[src/rtl/hbm_channel_healer_if.sv]
// Bus between the per-channel ECC checkers / scrub engine / hot-spare PHY mux and the healer.
//   master: drives ecc_corr, ecc_uncorr, scrub_ack, swap_done; observes all healer outputs
//   slave : the healer itself
interface hbm_channel_healer_if #(
  parameter int unsigned NUM_CH = 8
) ();
  localparam int unsigned CH_W = $clog2(NUM_CH);

  logic [NUM_CH-1:0] ecc_corr;
  logic [NUM_CH-1:0] ecc_uncorr;
  logic              veto_pulse;
  logic              scrub_req;
  logic [CH_W-1:0]   scrub_ch;
  logic              scrub_ack;
  logic              swap_req;
  logic [CH_W-1:0]   swap_ch;
  logic              swap_done;
  logic              spare_used;
  logic [NUM_CH-1:0] retired_mask;
  logic              swap_fail;
  logic              degraded;

  modport master (
    output ecc_corr, ecc_uncorr, scrub_ack, swap_done,
    input  veto_pulse, scrub_req, scrub_ch, swap_req, swap_ch, spare_used, retired_mask,
           swap_fail, degraded
  );

  modport slave (
    input  ecc_corr, ecc_uncorr, scrub_ack, swap_done,
    output veto_pulse, scrub_req, scrub_ch, swap_req, swap_ch, spare_used, retired_mask,
           swap_fail, degraded
  );
endinterface

[src/rtl/hbm_channel_healer.sv]
// Multi-channel HBM ECC healer.
// Tracks correctable-error rates per channel with leaky saturating counters, arbitrates scrub
// requests round-robin, pulses a veto on every uncorrectable error and runs one hot-spare swap
// that retires the first channel to cross the error threshold.
// Ports:
//   clk_2gt - sole clock, rising edge
//   rst_n   - synchronous active-low reset
//   bus     - slave side of hbm_channel_healer_if (ECC strobes, scrub and swap handshakes,
//             status flags); all outputs are registered
module hbm_channel_healer #(
  parameter int unsigned NUM_CH       = 8,
  parameter int unsigned CNT_W        = 8,
  parameter int unsigned ERR_THRESH   = 16,
  parameter int unsigned LEAK_PERIOD  = 1024,
  parameter int unsigned SWAP_TIMEOUT = 200
) (
  input logic                clk_2gt,
  input logic                rst_n,
  hbm_channel_healer_if.slave bus
);

  localparam int unsigned CH_W   = $clog2(NUM_CH);
  localparam int unsigned LEAK_W = $clog2(LEAK_PERIOD);
  localparam int unsigned TMO_W  = $clog2(SWAP_TIMEOUT + 1);

  localparam logic [CNT_W-1:0]  CntMax   = '1;
  localparam logic [CNT_W-1:0]  Thresh   = CNT_W'(ERR_THRESH);
  localparam logic [LEAK_W-1:0] LeakLast = LEAK_W'(LEAK_PERIOD - 1);
  localparam logic [TMO_W-1:0]  TmoLast  = TMO_W'(SWAP_TIMEOUT - 1);
  localparam logic [CH_W-1:0]   ChLast   = CH_W'(NUM_CH - 1);

  typedef enum logic [1:0] {StIdle, StReq, StSpared} state_e;

  // Error tracking
  logic [NUM_CH-1:0][CNT_W-1:0] cnt_q, cnt_d;
  logic [NUM_CH-1:0]            uncorr_q, uncorr_d;
  logic [LEAK_W-1:0]            leak_q;
  logic                         leak_wrap;
  logic [NUM_CH-1:0]            corr_v, uncorr_v, clr_mask;
  logic                         veto_q;

  // Scrub arbiter
  logic [NUM_CH-1:0] pend_q, pend_d, avail;
  logic              scrub_req_q;
  logic [CH_W-1:0]   scrub_ch_q, ptr_q, pick_ch;
  logic              pick_vld;
  int                pick_dist;

  // Swap FSM
  state_e            state_q;
  logic              swap_req_q, spare_q, fail_q, degraded_q;
  logic [CH_W-1:0]   swap_ch_q;
  logic [TMO_W-1:0]  tmo_q;
  logic [NUM_CH-1:0] retired_q, swap_onehot, trig;
  logic              trig_any, swap_ok, swap_to;
  logic [CH_W-1:0]   trig_ch;

  // Retired channels are deaf to both strobe kinds.
  assign corr_v      = bus.ecc_corr & ~retired_q;
  assign uncorr_v    = bus.ecc_uncorr & ~retired_q;
  assign leak_wrap   = (leak_q == LeakLast);
  assign swap_onehot = NUM_CH'(1) << swap_ch_q;
  assign swap_ok     = (state_q == StReq) && bus.swap_done;
  assign swap_to     = (state_q == StReq) && !bus.swap_done && (tmo_q == TmoLast);
  // Counter/flag wipe: retired channels, plus the swap target on completion or timeout.
  assign clr_mask    = retired_q | ((swap_ok || swap_to) ? swap_onehot : '0);
  assign avail       = pend_q & ~retired_q;
  assign pick_vld    = |avail;

  // Trigger vector and lowest-index triggering channel.
  always_comb begin
    trig     = '0;
    trig_any = 1'b0;
    trig_ch  = '0;
    for (int i = int'(NUM_CH) - 1; i >= 0; i--) begin
      trig[i] = ((cnt_q[i] >= Thresh) || uncorr_q[i]) && !retired_q[i];
      if (trig[i]) begin
        trig_any = 1'b1;
        trig_ch  = CH_W'(i);
      end
    end
  end

  // Leaky saturating counters; an increment and a leak on the same cycle cancel out.
  always_comb begin
    cnt_d    = cnt_q;
    uncorr_d = uncorr_q | uncorr_v;
    for (int i = 0; i < int'(NUM_CH); i++) begin
      if (clr_mask[i]) begin
        cnt_d[i]    = '0;
        uncorr_d[i] = 1'b0;
      end else if (corr_v[i] && !leak_wrap) begin
        if (cnt_q[i] != CntMax) cnt_d[i] = cnt_q[i] + CNT_W'(1);
      end else if (!corr_v[i] && leak_wrap && (cnt_q[i] != '0)) begin
        cnt_d[i] = cnt_q[i] - CNT_W'(1);
      end
    end
  end

  // Pending mask: new strobes are applied after clears so a same-cycle set wins.
  always_comb begin
    pend_d = pend_q;
    if (scrub_req_q && bus.scrub_ack) pend_d[scrub_ch_q] = 1'b0;
    for (int i = 0; i < int'(NUM_CH); i++) begin
      // The request already on the bus for a retired channel is allowed to finish.
      if (retired_q[i] && !(scrub_req_q && (scrub_ch_q == CH_W'(i)))) pend_d[i] = 1'b0;
    end
    pend_d = pend_d | corr_v | uncorr_v;
  end

  // Round-robin pick: available channel with the smallest forward distance from the pointer.
  always_comb begin
    pick_dist = int'(NUM_CH);
    pick_ch   = '0;
    for (int i = 0; i < int'(NUM_CH); i++) begin
      if (avail[i] && (((i + int'(NUM_CH) - int'(ptr_q)) % int'(NUM_CH)) < pick_dist)) begin
        pick_dist = (i + int'(NUM_CH) - int'(ptr_q)) % int'(NUM_CH);
        pick_ch   = CH_W'(i);
      end
    end
  end

  always_ff @(posedge clk_2gt) begin
    if (!rst_n) begin
      cnt_q       <= '0;
      uncorr_q    <= '0;
      pend_q      <= '0;
      leak_q      <= '0;
      veto_q      <= 1'b0;
      scrub_req_q <= 1'b0;
      scrub_ch_q  <= '0;
      ptr_q       <= '0;
    end else begin
      cnt_q    <= cnt_d;
      uncorr_q <= uncorr_d;
      pend_q   <= pend_d;
      leak_q   <= leak_wrap ? '0 : leak_q + LEAK_W'(1);
      veto_q   <= |uncorr_v;
      if (scrub_req_q) begin
        if (bus.scrub_ack) begin
          scrub_req_q <= 1'b0;
          ptr_q       <= (scrub_ch_q == ChLast) ? '0 : scrub_ch_q + CH_W'(1);
        end
      end else if (pick_vld) begin
        scrub_req_q <= 1'b1;
        scrub_ch_q  <= pick_ch;
      end
    end
  end

  // Swap sequencer; SPARED is terminal until reset.
  always_ff @(posedge clk_2gt) begin
    if (!rst_n) begin
      state_q    <= StIdle;
      swap_req_q <= 1'b0;
      swap_ch_q  <= '0;
      tmo_q      <= '0;
      spare_q    <= 1'b0;
      retired_q  <= '0;
      fail_q     <= 1'b0;
      degraded_q <= 1'b0;
    end else begin
      unique case (state_q)
        StIdle: begin
          if (trig_any) begin
            state_q    <= StReq;
            swap_req_q <= 1'b1;
            swap_ch_q  <= trig_ch;
            tmo_q      <= '0;
          end
        end
        StReq: begin
          if (bus.swap_done) begin
            state_q    <= StSpared;
            swap_req_q <= 1'b0;
            spare_q    <= 1'b1;
            retired_q  <= swap_onehot;
          end else if (tmo_q == TmoLast) begin
            state_q    <= StIdle;
            swap_req_q <= 1'b0;
            fail_q     <= 1'b1;
          end else begin
            tmo_q <= tmo_q + TMO_W'(1);
          end
        end
        StSpared: begin
          if (trig_any) degraded_q <= 1'b1;
        end
        default: state_q <= StIdle;
      endcase
    end
  end

  assign bus.veto_pulse   = veto_q;
  assign bus.scrub_req    = scrub_req_q;
  assign bus.scrub_ch     = scrub_ch_q;
  assign bus.swap_req     = swap_req_q;
  assign bus.swap_ch      = swap_ch_q;
  assign bus.spare_used   = spare_q;
  assign bus.retired_mask = retired_q;
  assign bus.swap_fail    = fail_q;
  assign bus.degraded     = degraded_q;

endmodule

[src/flat_wrapper.sv]
// flat-port wrapper written by rule: the top's interface ports become plain ports
module hbm_channel_healer_flat 
#(
  parameter int unsigned NUM_CH       = 8,
  parameter int unsigned CNT_W        = 8,
  parameter int unsigned ERR_THRESH   = 16,
  parameter int unsigned LEAK_PERIOD  = 1024,
  parameter int unsigned SWAP_TIMEOUT = 200
)
  (clk_2gt, rst_n, bus_ecc_corr, bus_ecc_uncorr, bus_scrub_ack, bus_swap_done, bus_veto_pulse, bus_scrub_req, bus_scrub_ch, bus_swap_req, bus_swap_ch, bus_spare_used, bus_retired_mask, bus_swap_fail, bus_degraded);
  hbm_channel_healer_if #(.NUM_CH(NUM_CH)) bus_i ();
  input logic clk_2gt;
  input logic rst_n;
  input wire logic [$bits(bus_i.ecc_corr)-1:0] bus_ecc_corr;
  input wire logic [$bits(bus_i.ecc_uncorr)-1:0] bus_ecc_uncorr;
  input wire logic [$bits(bus_i.scrub_ack)-1:0] bus_scrub_ack;
  input wire logic [$bits(bus_i.swap_done)-1:0] bus_swap_done;
  output wire logic [$bits(bus_i.veto_pulse)-1:0] bus_veto_pulse;
  output wire logic [$bits(bus_i.scrub_req)-1:0] bus_scrub_req;
  output wire logic [$bits(bus_i.scrub_ch)-1:0] bus_scrub_ch;
  output wire logic [$bits(bus_i.swap_req)-1:0] bus_swap_req;
  output wire logic [$bits(bus_i.swap_ch)-1:0] bus_swap_ch;
  output wire logic [$bits(bus_i.spare_used)-1:0] bus_spare_used;
  output wire logic [$bits(bus_i.retired_mask)-1:0] bus_retired_mask;
  output wire logic [$bits(bus_i.swap_fail)-1:0] bus_swap_fail;
  output wire logic [$bits(bus_i.degraded)-1:0] bus_degraded;
  assign bus_i.ecc_corr = bus_ecc_corr;
  assign bus_i.ecc_uncorr = bus_ecc_uncorr;
  assign bus_i.scrub_ack = bus_scrub_ack;
  assign bus_i.swap_done = bus_swap_done;
  assign bus_veto_pulse = bus_i.veto_pulse;
  assign bus_scrub_req = bus_i.scrub_req;
  assign bus_scrub_ch = bus_i.scrub_ch;
  assign bus_swap_req = bus_i.swap_req;
  assign bus_swap_ch = bus_i.swap_ch;
  assign bus_spare_used = bus_i.spare_used;
  assign bus_retired_mask = bus_i.retired_mask;
  assign bus_swap_fail = bus_i.swap_fail;
  assign bus_degraded = bus_i.degraded;
  hbm_channel_healer #(.NUM_CH(NUM_CH), .CNT_W(CNT_W), .ERR_THRESH(ERR_THRESH), .LEAK_PERIOD(LEAK_PERIOD), .SWAP_TIMEOUT(SWAP_TIMEOUT)) u_core (.clk_2gt(clk_2gt), .rst_n(rst_n), .bus(bus_i));
endmodule
[config.mk]
export PLATFORM = sky130hd
export DESIGN_NAME = hbm_channel_healer_flat
export DESIGN_NICKNAME = d
export VERILOG_FILES = /design/src/rtl/hbm_channel_healer_if.sv /design/src/rtl/hbm_channel_healer.sv /design/src/flat_wrapper.sv
export SDC_FILE = /design/constraint.sdc
export NUM_CORES = 1
export LEC_CHECK = 0
export CORE_ASPECT_RATIO = 0.7
export CORE_UTILIZATION = 24
export CTS_CLUSTER_DIAMETER = 40
export DETAILED_ROUTE_END_ITERATION = 6
export MAX_ROUTING_LAYER = met4
export SLEW_MARGIN = 10
export SYNTH_ARGS = -nofsm -noshare
export SYNTH_HDL_FRONTEND = slang
export SYNTH_SLANG_ARGS = --single-unit
[constraint.sdc]
create_clock -name clk_2gt -period 20.9 [get_ports clk_2gt]
set_clock_uncertainty 0.15 [all_clocks]
set_input_delay 5.225 -clock clk_2gt [delete_from_list [all_inputs] [get_ports clk_2gt]]
set_output_delay 5.225 -clock clk_2gt [all_outputs]
set_load 0.03 [all_outputs]
==> results.toml <==
[run_status]
outcome = "completed"

[worst_setup_path]
crit_top_cell = "ha_1"
r2r_slack_ns = 12.83
max_stage_delay_ns = 0.74
crit_family = "compound AO/OA/AOI/OAI gates"
worst_ep_arrival_time_ns = 8.27
worstPathRequired_ns = 21.10
cp_slowest_cell = "dfxtp_1"
critical_path_class = "flop to flop"
reg2reg_to = "u_core.bus.scrub_ch[0]"
worstPathMaxFanout = 12
path_buf_inv = 1
critPathLaunch = "u_core.ptr_q[1]"
rr_worst_depth = 30
regToRegStartpoint = "u_core.ptr_q[1]"
start_kind = "flop"
end_kind = "flop"

[placed_design]
place_inst = 1430
gp_congestion = 0.867
hpwl_mm = 15.7
io_buffers = 39
placed_cell_area_um2 = 9090

[yosys]
yosys_most_used_dff = "dfxtp_1"
yosysSeqAreaShare_pct = 30.0
syn-instance-count = 968
synth_compound_area_share_pct = 20.3
async_reset_ff_share_pct = 0
yosysWarnings = 0
syn_area_per_cell_um2 = 8.48
synth_edf_count = 0
synthAdderAreaFrac_pct = 11.7
synth_nets = 1059
synth_top_family_by_area = "simple AND/OR/NAND/NOR gates"
synth-simple-area-share_pct = 20.7
ys_types = 82
synth-xor-area-share_pct = 9.10
synth_area_um2 = 8200
ys_ff_latch = 123
muxShareOfSynthArea_pct = 5.37

[floorplan]
die_h_um = 157
start_util_pct = 24.4
die_area_um2 = 34900
fp.dieW_um = 223
core-area_um2 = 33600
rows = 56
pin_count = 40

[sta]
rsz0062_at_grt = "false"
setup_viol = 0
post-route-min-period_ns = 8.07
period_share_pct = 38.6
worst_pin_slew_ns = 1.14
max_freq_mhz = 124
report.final.slew_viol_count = 0
hold_viol_final = 0
fin_tns_setup_ns = 0
slew_headroom_pct = 22.5

[cts]
cts.sinks = 123
ctsResizeCount = 0
clock_latency_ns = 0.42
cts_tree = "done"
cts_hold_buf = 0
h-tree-depth = 4
cts_root_buf = "clkbuf_16"
numCtsBuffers = 17
cts_setup_buffers = 0
clk_pin_slew_ns = 0.06
clock_path_buffers = 2

[power_and_ir_drop]
powerDensity_nw_per_um2 = 96.2
ir_worst_vdd_mv = 0.0400
swShare_pct = 36.2
internal_power_mw = 0.595
leakage_nw = 4.17
p_seq_share_pct = 33.4
pwr-share-comb_pct = 34.1
totalPowerFinal_mw = 0.933
clock_power_share_pct = 32.5
switchingPower_mw = 0.338

[cells_and_area]
final_cell_area_um2 = 9690
areaGrowthSynthToFinish_pct = 18.1
utilization_pct = 28.9
nets = 1105
final_layout_size_suffix_gt1_share_pct = 7.11
diodes = 0
final_cell_count_no_fill = 1462

[flow_run]
cap_violations = 0

[routing]
drtAntennaViolNets = 0
detail_route.wirelength_mm = 20.7
num_vias = 7037
first_pass_iters = 4
first_iter_violations = 516
avgViaCountPerCell = 4.81
drc = 0
wl_per_cell_um = 14.1

[global_routing]
antenna_found_initial = 0
grt_max_degree = 33
grt_pass1_wl_mm = 34.3
grt_overflow = 0
grt_use_total_pct = 12.5
grt_pass1_vias = 6682

[min_path]
hold_path_depth = 2
hp-start = "u_core.uncorr_q[0]"
hold_class = "flop to flop"
hold_end = "u_core.uncorr_q[0]"
==> layout make-up <==
cell class,count,area [um^2]
Clock buffer,17,425
Multi-Input combinational cell,792,5510
Clock inverter,15,174
Sequential cell,123,2460
Timing Repair Buffer,47,450
Fill cell,3491,23900
Tap cell,435,544
Inverter,33,124
==> cells in the final DEF (no fill, tap or decap), types with 12 or more instances in the layout <==
cell	instances
a21o_1	47
a21oi_1	59
clkbuf_16	17
clkdlybuf4s50_1	39
dfxtp_1	123
ha_1	63
inv_1	31
mux2i_1	40
nand2_1	67
nand3_1	21
nand4_1	18
nor2_1	169
nor2b_1	16
o211ai_1	15
o21ai_0	27
o21bai_1	12
or4_1	15
xnor2_1	47
xor2_1	32
==> flip-flops by register name, indices dropped and copies added (netlist names), 8 cells and up <==
name and flops:
u_core.cnt_q 64, u_core.leak_q 10, u_core.uncorr_q 8, u_core.bus.retired_mask 8, u_core.tmo_q 8, u_core.pend_q 8
==> cell usage after synthesis, types with 3 or more instances <==
library cell | count | area, um^2
nor2_1 | 169 | 634
dfxtp_1 | 123 | 2460
nand2_1 | 67 | 251
ha_1 | 63 | 788
a21oi_1 | 59 | 295
a21o_1 | 47 | 353
xnor2_1 | 47 | 412
mux2i_1 | 40 | 400
xor2_1 | 32 | 280
inv_1 | 31 | 116
o21ai_0 | 27 | 135
nand3_1 | 21 | 105
nand4_1 | 18 | 113
clkbuf_1 | 16 | 60.1
nor2b_1 | 16 | 100
o211ai_1 | 15 | 113
or4_1 | 15 | 113
o21bai_1 | 12 | 90.1
a211oi_1 | 11 | 82.6
and3_1 | 11 | 68.8
nor3_1 | 11 | 55.1
o31ai_1 | 11 | 82.6
fa_1 | 8 | 160
a31oi_1 | 7 | 43.8
nand2b_1 | 7 | 43.8
and2_1 | 5 | 31.3
buf_6 | 4 | 45.0
nor4_1 | 4 | 25.0
o22ai_1 | 4 | 25.0
o21a_1 | 3 | 22.5
==> layer usage <==
metal	up-vias	track usage [%]	part of all wire (%)
met5	-	-	0
met4	0	2.73	1.1
met3	19	3.34	5.6
met2	155	19.4	45
met1	3288	16.3	49
li1	3575	-	-
==> power by group through the flow <==
stage / combinational, mW / sequential [mW] / clock (mW)
final: 0.318 / 0.311 / 0.303
after CTS: 0.318 / 0.310 / 0.310
after floorplan: 0.252 / 0.305 / 0
after global routing: 0.358 / 0.317 / 0.321
after detailed placement: 0.315 / 0.315 / 0
after global placement: 0.309 / 0.314 / 0
==> worst reg2reg max path, delay by kind of cell, from the launching register on <==
family,cells,cell delay (ns)
AOI/OAI and AO/OA,11,2.50
xor gates and xnor gates,1,0.30
adders and majority gates,4,1.26
buffers and inverters,1,0.33
DFF,1,0.74
muxes,2,0.63
and+or+nand+nor,11,2.12
==> through the flow <==
stage	hold WS, ns	worst slack (ns)
final	0.306	12.83
after global routing	0.336	12.28
after CTS	0.312	12.85
after detailed placement	0.298	12.44
after global placement	0.288	12.50
after floorplan	0.276	13.31
==> worst max-delay path by stage <==
stage / endpoint / slack [ns] / cells after the start
5_1_grt: u_core.bus.scrub_ch[0] / 12.28 / 30
4_1_cts: u_core.cnt_q[47] / 12.85 / 14
6_report: u_core.bus.scrub_ch[0] / 12.83 / 30
2_1_floorplan: u_core.cnt_q[23] / 13.31 / 13
3_3_place_gp: u_core.cnt_q[47] / 12.50 / 14
3_5_place_dp: u_core.cnt_q[23] / 12.44 / 14
==> cell families after synthesis <==
group	count (synthesis)
adder cells (fa/ha/maj)	72
AND/OR/NAND/NOR	361
flip-flops	123
AO/OA/AOI/OAI	235
buffers and inverters	53
XOR/XNOR	81
multiplexers	43
(Power assumes the default switching activity.)
